**src/rtl/trng_harvest.sv**
```systemverilog
// trng_harvest: post-processing behind the ring-oscillator entropy unit.
// Raw bits are XOR-combined, de-biased with von Neumann pairs, packed MSB-first
// into WORD_W-bit words and queued in a FIFO_DEPTH-entry FIFO with a
// valid/ready read side and a sticky overflow flag.
// Optional feature: define TRNG_HEALTH_EN to add a repetition-count health test
// that raises a sticky o_alarm and freezes harvesting until i_clear or reset.
module trng_harvest #(
  parameter int NUM_CH     = 1,
  parameter int WORD_W     = 8,
  parameter int FIFO_DEPTH = 4,
  parameter int RCT_LIMIT  = 16
) (
  input  logic                                  i_clk,
  input  logic                                  i_rst_n,
  input  logic                                  i_sample_en,
  input  logic [NUM_CH-1:0]                     i_raw,
  input  logic                                  i_enable,
  input  logic                                  i_clear,
  input  logic                                  i_ready,
  output logic                                  o_valid,
  output logic [WORD_W-1:0]                     o_data,
  output logic [$clog2(FIFO_DEPTH+1)-1:0]       o_count,
  output logic                                  o_overflow,
  output logic                                  o_alarm
);

  localparam int AW = $clog2(FIFO_DEPTH);
  localparam int PW = AW + 1;
  localparam int CW = $clog2(WORD_W);

  typedef enum logic {
    ST_EMPTY      = 1'b0,
    ST_HAVE_FIRST = 1'b1
  } pair_t;

  // Combined sample bit of all raw channels.
  function automatic logic parity(input logic [NUM_CH-1:0] v);
    return ^v;
  endfunction

  pair_t              pair_r;
  logic               b0_r;
  logic [WORD_W-2:0]  sh_r;
  logic [CW-1:0]      bcnt_r;

  logic [WORD_W-1:0]  mem_r [FIFO_DEPTH];
  logic [PW-1:0]      wr_r;
  logic [PW-1:0]      rd_r;
  logic [PW-1:0]      count_r;
  logic               valid_r;
  logic [WORD_W-1:0]  data_r;
  logic               ovf_r;

  logic               s_s;
  logic               samp_s;
  logic               take_s;
  logic               emit_s;
  logic [WORD_W-1:0]  cat_s;
  logic               last_bit_s;
  logic               push_req_s;
  logic               full_s;
  logic               pop_s;
  logic               push_ok_s;
  logic               drop_s;
  logic [PW-1:0]      wr_nx_s;
  logic [PW-1:0]      rd_nx_s;
  logic [PW-1:0]      count_nx_s;
  logic [WORD_W-1:0]  head_nx_s;
  logic               alarm_s;
  logic               trip_s;

`ifdef TRNG_HEALTH_EN
  localparam int RW = $clog2(RCT_LIMIT + 1);

  logic [RW-1:0]      rct_r;
  logic               last_r;
  logic               alarm_r;
  logic [RW-1:0]      rct_nx_s;

  // Repetition count of the combined sample and the trip condition.
  always_comb begin
    rct_nx_s = RW'(1);
    if ((rct_r != '0) && (s_s == last_r)) begin
      rct_nx_s = rct_r + RW'(1);
    end else begin
      rct_nx_s = RW'(1);
    end
    trip_s = samp_s & ~alarm_r & (rct_nx_s == RW'(RCT_LIMIT));
  end

  // Health-test state: run length, previous sample and sticky alarm.
  always_ff @(posedge i_clk or negedge i_rst_n) begin
    if (!i_rst_n) begin
      rct_r   <= '0;
      last_r  <= 1'b0;
      alarm_r <= 1'b0;
    end else if (i_clear) begin
      rct_r   <= '0;
      last_r  <= 1'b0;
      alarm_r <= 1'b0;
    end else if (samp_s && !alarm_r) begin
      rct_r  <= rct_nx_s;
      last_r <= s_s;
      if (trip_s) begin
        alarm_r <= 1'b1;
      end
    end
  end

  assign alarm_s = alarm_r;
  assign o_alarm = alarm_r;
`else
  assign alarm_s = 1'b0;
  assign trip_s  = 1'b0;
  assign o_alarm = 1'b0;
`endif

  // Sample qualification, word completion and FIFO next-state arithmetic.
  always_comb begin
    s_s        = parity(i_raw);
    samp_s     = i_sample_en & i_enable;
    take_s     = samp_s & ~alarm_s;
    emit_s     = take_s & (pair_r == ST_HAVE_FIRST) & (b0_r != s_s);
    cat_s      = {sh_r, b0_r};
    last_bit_s = (bcnt_r == CW'(WORD_W - 1));
    push_req_s = emit_s & last_bit_s & ~trip_s;
    full_s     = (count_r == PW'(FIFO_DEPTH));
    pop_s      = valid_r & i_ready;
    push_ok_s  = push_req_s & (~full_s | pop_s);
    drop_s     = push_req_s & full_s & ~pop_s;
    wr_nx_s    = wr_r + PW'(push_ok_s);
    rd_nx_s    = rd_r + PW'(pop_s);
    count_nx_s = wr_nx_s - rd_nx_s;
    head_nx_s  = '0;
    if (push_ok_s && (wr_r[AW-1:0] == rd_nx_s[AW-1:0])) begin
      head_nx_s = cat_s;
    end else begin
      head_nx_s = mem_r[rd_nx_s[AW-1:0]];
    end
  end

  // Von Neumann pair FSM and bit packer.
  always_ff @(posedge i_clk or negedge i_rst_n) begin
    if (!i_rst_n) begin
      pair_r <= ST_EMPTY;
      b0_r   <= 1'b0;
      sh_r   <= '0;
      bcnt_r <= '0;
    end else if (i_clear || !i_enable || trip_s) begin
      pair_r <= ST_EMPTY;
      b0_r   <= 1'b0;
      sh_r   <= '0;
      bcnt_r <= '0;
    end else if (take_s) begin
      case (pair_r)
        ST_EMPTY: begin
          pair_r <= ST_HAVE_FIRST;
          b0_r   <= s_s;
        end
        ST_HAVE_FIRST: begin
          pair_r <= ST_EMPTY;
          if (emit_s) begin
            if (last_bit_s) begin
              bcnt_r <= '0;
              sh_r   <= '0;
            end else begin
              bcnt_r <= bcnt_r + CW'(1);
              sh_r   <= cat_s[WORD_W-2:0];
            end
          end
        end
        default: begin
          pair_r <= ST_EMPTY;
        end
      endcase
    end
  end

  // FIFO storage write port; contents are only meaningful between the pointers.
  always_ff @(posedge i_clk) begin
    if (push_ok_s && !i_clear) begin
      mem_r[wr_r[AW-1:0]] <= cat_s;
    end
  end

  // FIFO pointers, registered head word, count, valid and sticky overflow.
  always_ff @(posedge i_clk or negedge i_rst_n) begin
    if (!i_rst_n) begin
      wr_r    <= '0;
      rd_r    <= '0;
      count_r <= '0;
      valid_r <= 1'b0;
      data_r  <= '0;
      ovf_r   <= 1'b0;
    end else if (i_clear) begin
      wr_r    <= '0;
      rd_r    <= '0;
      count_r <= '0;
      valid_r <= 1'b0;
      data_r  <= '0;
      ovf_r   <= 1'b0;
    end else begin
      wr_r    <= wr_nx_s;
      rd_r    <= rd_nx_s;
      count_r <= count_nx_s;
      valid_r <= (count_nx_s != '0);
      data_r  <= head_nx_s;
      if (drop_s) begin
        ovf_r <= 1'b1;
      end
    end
  end

  assign o_valid    = valid_r;
  assign o_data     = data_r;
  assign o_count    = count_r;
  assign o_overflow = ovf_r;

endmodule

```
**config.mk**
```make
export PLATFORM = sky130hd
export DESIGN_NAME = trng_harvest
export DESIGN_NICKNAME = d
export VERILOG_FILES = /design/src/rtl/trng_harvest.sv
export SDC_FILE = /design/constraint.sdc
export NUM_CORES = 1
export LEC_CHECK = 0
export BUFFER_PORTS_ARGS = -buffer_cell sky130_fd_sc_hd__clkbuf_2
export CAP_MARGIN = 20
export CORE_MARGIN = 2
export CORE_UTILIZATION = 55
export DETAILED_ROUTE_END_ITERATION = 8
export GPL_TIMING_DRIVEN = 0
export PLACE_DENSITY = 0.77
export SYNTH_ARGS = -nofsm -noshare
export SYNTH_HDL_FRONTEND = slang
export SYNTH_SLANG_ARGS = --single-unit
```
**constraint.sdc**
```tcl
create_clock -name i_clk -period 4.05 [get_ports i_clk]
set_clock_uncertainty 0.15 [all_clocks]
set_input_delay 0.2025 -clock i_clk [delete_from_list [all_inputs] [get_ports i_clk]]
set_output_delay 0.2025 -clock i_clk [all_outputs]
set_load 0.1 [all_outputs]
```
=== Yosys cells after proc, flatten, opt, wreduce, memory -nomap -nowiden ===
Memory sizes are Yosys's and may differ from the RTL's.
Index checks and enable logic that the tools add are counted.

* Output and inout bits: 14
* Memory bits (writable): 32
* Register bits: 31
* Logic and storage cells: 70
* Memories: 1

{| class="wikitable"
|+ Memory list
! name !! words !! width !! rd ports !! clocked after Yosys merged registers in !! write ports !! line !! source
|-
| mem_r || 4 || 8 || 1 || 0 || 1 || 46 || <nowiki>logic [WORD_W-1:0] mem_r [FIFO_DEPTH];</nowiki>
|}

* Reductions and logical operators: 12
* Bitwise gates (word level): 12
* Muxes and demuxes: 26
* $add $sub $neg: 4
* Eq/ne operators: 5

{| class="wikitable"
|+ Operator list
! operator !! number
|-
| $mux 7 || 5
|-
| $mux 3 || 8
|-
| $mux 8 || 2
|-
| $mux 1 || 10
|-
| $and 1x1->1 || 8
|-
| $reduce_bool 2->1 || 4
|-
| $add 3x1->3 || 2
|-
| $eq 3x3->1 const B || 2
|-
| $add 3x1->3 const B || 1
|-
| $not 1->1 || 3
|-
| $reduce_and 3->1 || 1
|-
| $reduce_bool 3->1 || 1
|-
| $sub 3x3->3 || 1
|-
| $eq 2x2->1 || 1
|-
| $logic_and 1x1->1 || 2
|-
| $logic_not 1->1 || 2
|-
| $ne 2x1->1 const B || 1
|-
| $pmux 1 s2 || 1
|-
| $reduce_and 2->1 || 1
|-
| $logic_or 1x1->1 || 1
|-
| $ne 1x1->1 || 1
|-
| $or 1x1->1 || 1
|}

=== Longest topological paths before layout ===
* Depth in word-level cells: 9
* Mapped depth: 14

=== Worst setup path before layout ===
No wires, ideal clock.

* Path kind: register -> register
* Start: register valid_r, in the netlist o_valid
* End: register valid_r, in the netlist o_valid
* Clock period less this slack: 3.186 ns
* Arrival time: 2.897 ns
* Stages on the path, launching flop included: 12
* Slack: 0.864 ns
* Library setup time: 0.140 ns
* Path buffers: 0
* Cells stage by stage: dfrtp_1 -> a211oi_1 -> nand2_1 -> nand2_4 -> inv_2 -> ha_1 -> ha_1 -> inv_1 -> fa_1 -> xnor2_1 -> xnor2_1 -> a31oi_1

* Longest elaborated chain between the ends: 7
* Elaborated cells on any way between the ends: 8

{| class="wikitable"
|+ RTL lines
! element !! line !! source
|-
| start, declared || 50 || <nowiki>logic valid_r;</nowiki>
|-
| start signal, assigned || 206 || <nowiki>valid_r <= (count_nx_s != '0);</nowiki>
|-
| $and 1x1->1 (*) || 128 || <nowiki>pop_s = valid_r & i_ready;</nowiki>
|-
| $or 1x1->1 || 129 || <nowiki>push_ok_s = push_req_s & (~full_s | pop_s);</nowiki>
|-
| $and 1x1->1 || 129 ||
|-
| $add 3x1->3 || 131 || <nowiki>wr_nx_s = wr_r + PW'(push_ok_s);</nowiki>
|-
| $sub 3x3->3 (*) || 133 || <nowiki>count_nx_s = wr_nx_s - rd_nx_s;</nowiki>
|-
| $reduce_bool 3->1 (*) || 206 ||
|-
| $mux 1 (*) || 195 || <nowiki>end else if (i_clear) begin</nowiki>
|}

Mark *: on every way between the ends. The rest lies on a longest branch, timed or not.
A chain may end at the register's enable or synchronous reset.

=== Worst setup path after layout ===
* Start: register bcnt_r[0]
* End: register valid_r, in the netlist o_valid

* Longest elaborated chain between the ends: 7

{| class="wikitable"
|+ RTL lines
! element !! line !! source
|-
| start, declared || 44 || <nowiki>logic [CW-1:0] bcnt_r;</nowiki>
|-
| start signal, assigned || 167 || <nowiki>bcnt_r <= bcnt_r + CW'(1);</nowiki>
|-
| $eq 3x3->1 || 125 || <nowiki>last_bit_s = (bcnt_r == CW'(WORD_W - 1));</nowiki>
|-
| $and 1x1->1 || 126 || <nowiki>push_req_s = emit_s & last_bit_s & ~trip_s;</nowiki>
|-
| $and 1x1->1 || 129 ||
|-
| $add 3x1->3 || 131 ||
|-
| $sub 3x3->3 || 133 ||
|-
| $reduce_bool 3->1 || 206 ||
|-
| $mux 1 || 195 ||
|}

Every way passes these cells.

==> flow_summary.ini <==
[clock_network]
cts_made_buffers = 9
clkTransAtPathRegs_ns = 0.06
cts.sink_count = 63
cts_hold_buf = 2
cts_setup_buffers = 0
cts_root_buf = clkbuf_8
clock_latency_ns = 0.33
cts_max_path_buffers = 2
cts_tree = yes
ctsResizeCount = 0
htree_levels = 3

[floorplanning]
dieArea_sq_um = 5460
die_h_um = 73.9
start_util_pct = 56.9
die_w_um = 73.9
io_pins = 21
core_area_sq_um = 4720
num_rows = 25

[routing]
wl_per_cell_um = 15.3
post_drt_via_cell_ratio = 5.37
drc_errors = 0
drtIter0Drc = 121
wl_um = 4510
dr.pass1.iters = 4
ant_nets = 0
vias = 1590

[critical_path]
cpPeakStageDelay_ns = 0.43
crit_slowest_cell = fa_1
cp_top_family = adder cells
cp-start-kind = flop
critPathMaxFanout = 10
cp.required_ns = 4.09
critical_path.cell_chain = ha_1 -> ha_1 -> and4_1 -> and2_1 -> buf_6 -> nand2_4 -> inv_2 -> ha_1 -> ha_1 -> inv_1 -> fa_1 -> xnor2_1 -> xnor2_1 -> a31oi_1
cpMostUsedCell = ha_1
crit_buf_inv = 3
arrival_ns = 3.29
crit_path_end_kind = flop
critical_path_class = flop to flop

[grt]
grt_first_pass_wirelength_um = 7440
antenna_found_initial = 0
grt_max_degree = 32
grt_pass1_vias = 1527
grt_usage_pct = 19.2
gr-total-overflow = 0

[final_layout]
mostFrequentLayoutCells = edfxtp_1, dfrtp_1, a21oi_1
syn_to_final_growth_pct = 15.8
final_layout_size_suffix_gt1_share_pct = 24.5
final_nets = 239
stdcell_count = 296
fin_area_sq_um = 3110
final_common_cell = edfxtp_1
final_util_pct = 65.9
diodes = 0

[power_and_ir_drop]
ir_drop_mv = 0.212
powerDensity_nw_per_um2 = 415
p_total_mw = 1.29
p_leak_nw = 1.23

[yosys]
synthTopCellsByArea = edfxtp_1, dfrtp_1, mux4_2, a21oi_1, ha_1
synthDominantCellAreaShare_pct = 35.7
synthCells = 191
synthesis.nets = 206
syn_area_sq_um = 2690
ys_seq_elements = 63
syn_avg_cell_area_sq_um = 14.1
ys_types = 34
synth_warnings = 0
ys_seq_area_share_pct = 64.6
yosysTopAreaCell = edfxtp_1

[timing]
finalSetupViolations = 0
drv_slew = 0
hold_viol_final = 0
relSlewSlack_pct = 35.5
tns_ns = 0
fin_crit_sh_pct = 80.2
rsz0062_at_grt = no
period_needed_ns = 3.25
max_freq_ghz = 0.308
worst_slew_pin_slew_ns = 0.965

[hold_path]
hp-class = primary input to flop

[job]
maxCapViolations = 0

[place]
gp_congestion = 0.823
dpl.hpwl_um = 3110
dpl_cell_area_sq_um = 2880
portBuffers = 19
dp.cells = 278

[run_status]
status = finished, final reports clean
==> worst min-delay path: cells and delay by family <==
kind            cells  cell delay (ns)
simple gates        1             0.11
compound gates      1             0.05
buf+inv             1             0.09
==> cells by family after synthesis <==
group | after synthesis | share of synthesized area [%]
other | 1 | 0.139
buffers and inverters | 15 | 2.84
xor gates and xnor gates | 7 | 2.28
adders and majority gates | 8 | 4.00
DFF | 63 | 64.6
and+or+nand+nor | 58 | 12.6
AOI/OAI and AO/OA | 30 | 6.47
muxes | 9 | 7.07
==> final timing paths <==
check                           start         end  slack, ns  cells past startpoint
hold reg to reg            o_overflow  o_overflow       0.36                      2
hold / removal               i_enable   bcnt_r[2]       0.01                      3
max in group asynchronous     i_rst_n   o_data[3]       2.95                      2
setup / recovery            bcnt_r[0]     o_valid       0.80                     14
min in group asynchronous     i_rst_n     sh_r[1]       0.32                      2
setup reg to reg            bcnt_r[0]     o_valid       0.80                     14
==> per-stage QoR <==
stage	setup slack, ns	hold slack, ns
finish	0.802	0.0132
detailed placement	0.810	0.157
global placement	0.810	0.155
global route	0.625	0.0268
CTS	0.798	0.00193
floorplan	0.864	-0.243
==> where the power goes <==
group	switching [mW]	leakage (nW)	total (mW)	internal, mW
Clock	0.228	0.109	0.569	0.341
Combinational	0.0398	0.413	0.0489	0.00908
Sequential	0.00172	0.713	0.673	0.672
==> layer usage <==
layer	GRT usage, %	wire (um)	vias up
met5	0	0	-
met4	7.07	55	0
met3	7.00	199	9
met2	29.0	2080	48
met1	26.0	2180	755
li1	-	-	778
==> registers in the layout, summed over array words and instances, names as in the netlist <==
signal,count
wr_r,3
b0_r,1
sh_r,7
mem_r,32
o_count,3
rd_r,3
o_data,8
o_valid,1
pair_r,1
bcnt_r,3
o_overflow,1
==> cell type report <==
cell class / instances / area, sq um
Clock buffer: 9 / 124
Sequential cell: 63 / 1740
Tap cell: 67 / 83.8
Fill cell: 353 / 1610
Clock inverter: 7 / 87.6
Inverter: 4 / 15.0
Multi-Input combinational cell: 113 / 882
Buffer: 11 / 61.3
Timing Repair Buffer: 22 / 123
==> synthesized netlist by cell type <==
library cell	instances
edfxtp_1	32
dfrtp_1	31
a21oi_1	20
nand2_1	15
nor2_1	9
mux4_2	8
nand4_1	8
o31ai_1	8
ha_1	7
nand3b_1	6
and2_1	5
xnor2_1	5
buf_2	4
clkbuf_1	3
inv_1	3
nand2b_1	3
nor2b_1	3
and4_1	2
buf_4	2
nor4b_2	2
xor2_1	2
a211oi_1	1
a31oi_1	1
buf_1	1
buf_6	1
conb_1	1
fa_1	1
inv_2	1
mux2i_1	1
nand2_4	1
nand3_1	1
nor4_1	1
nor4b_1	1
or3_1	1
Power figures use the tool's default switching activity.
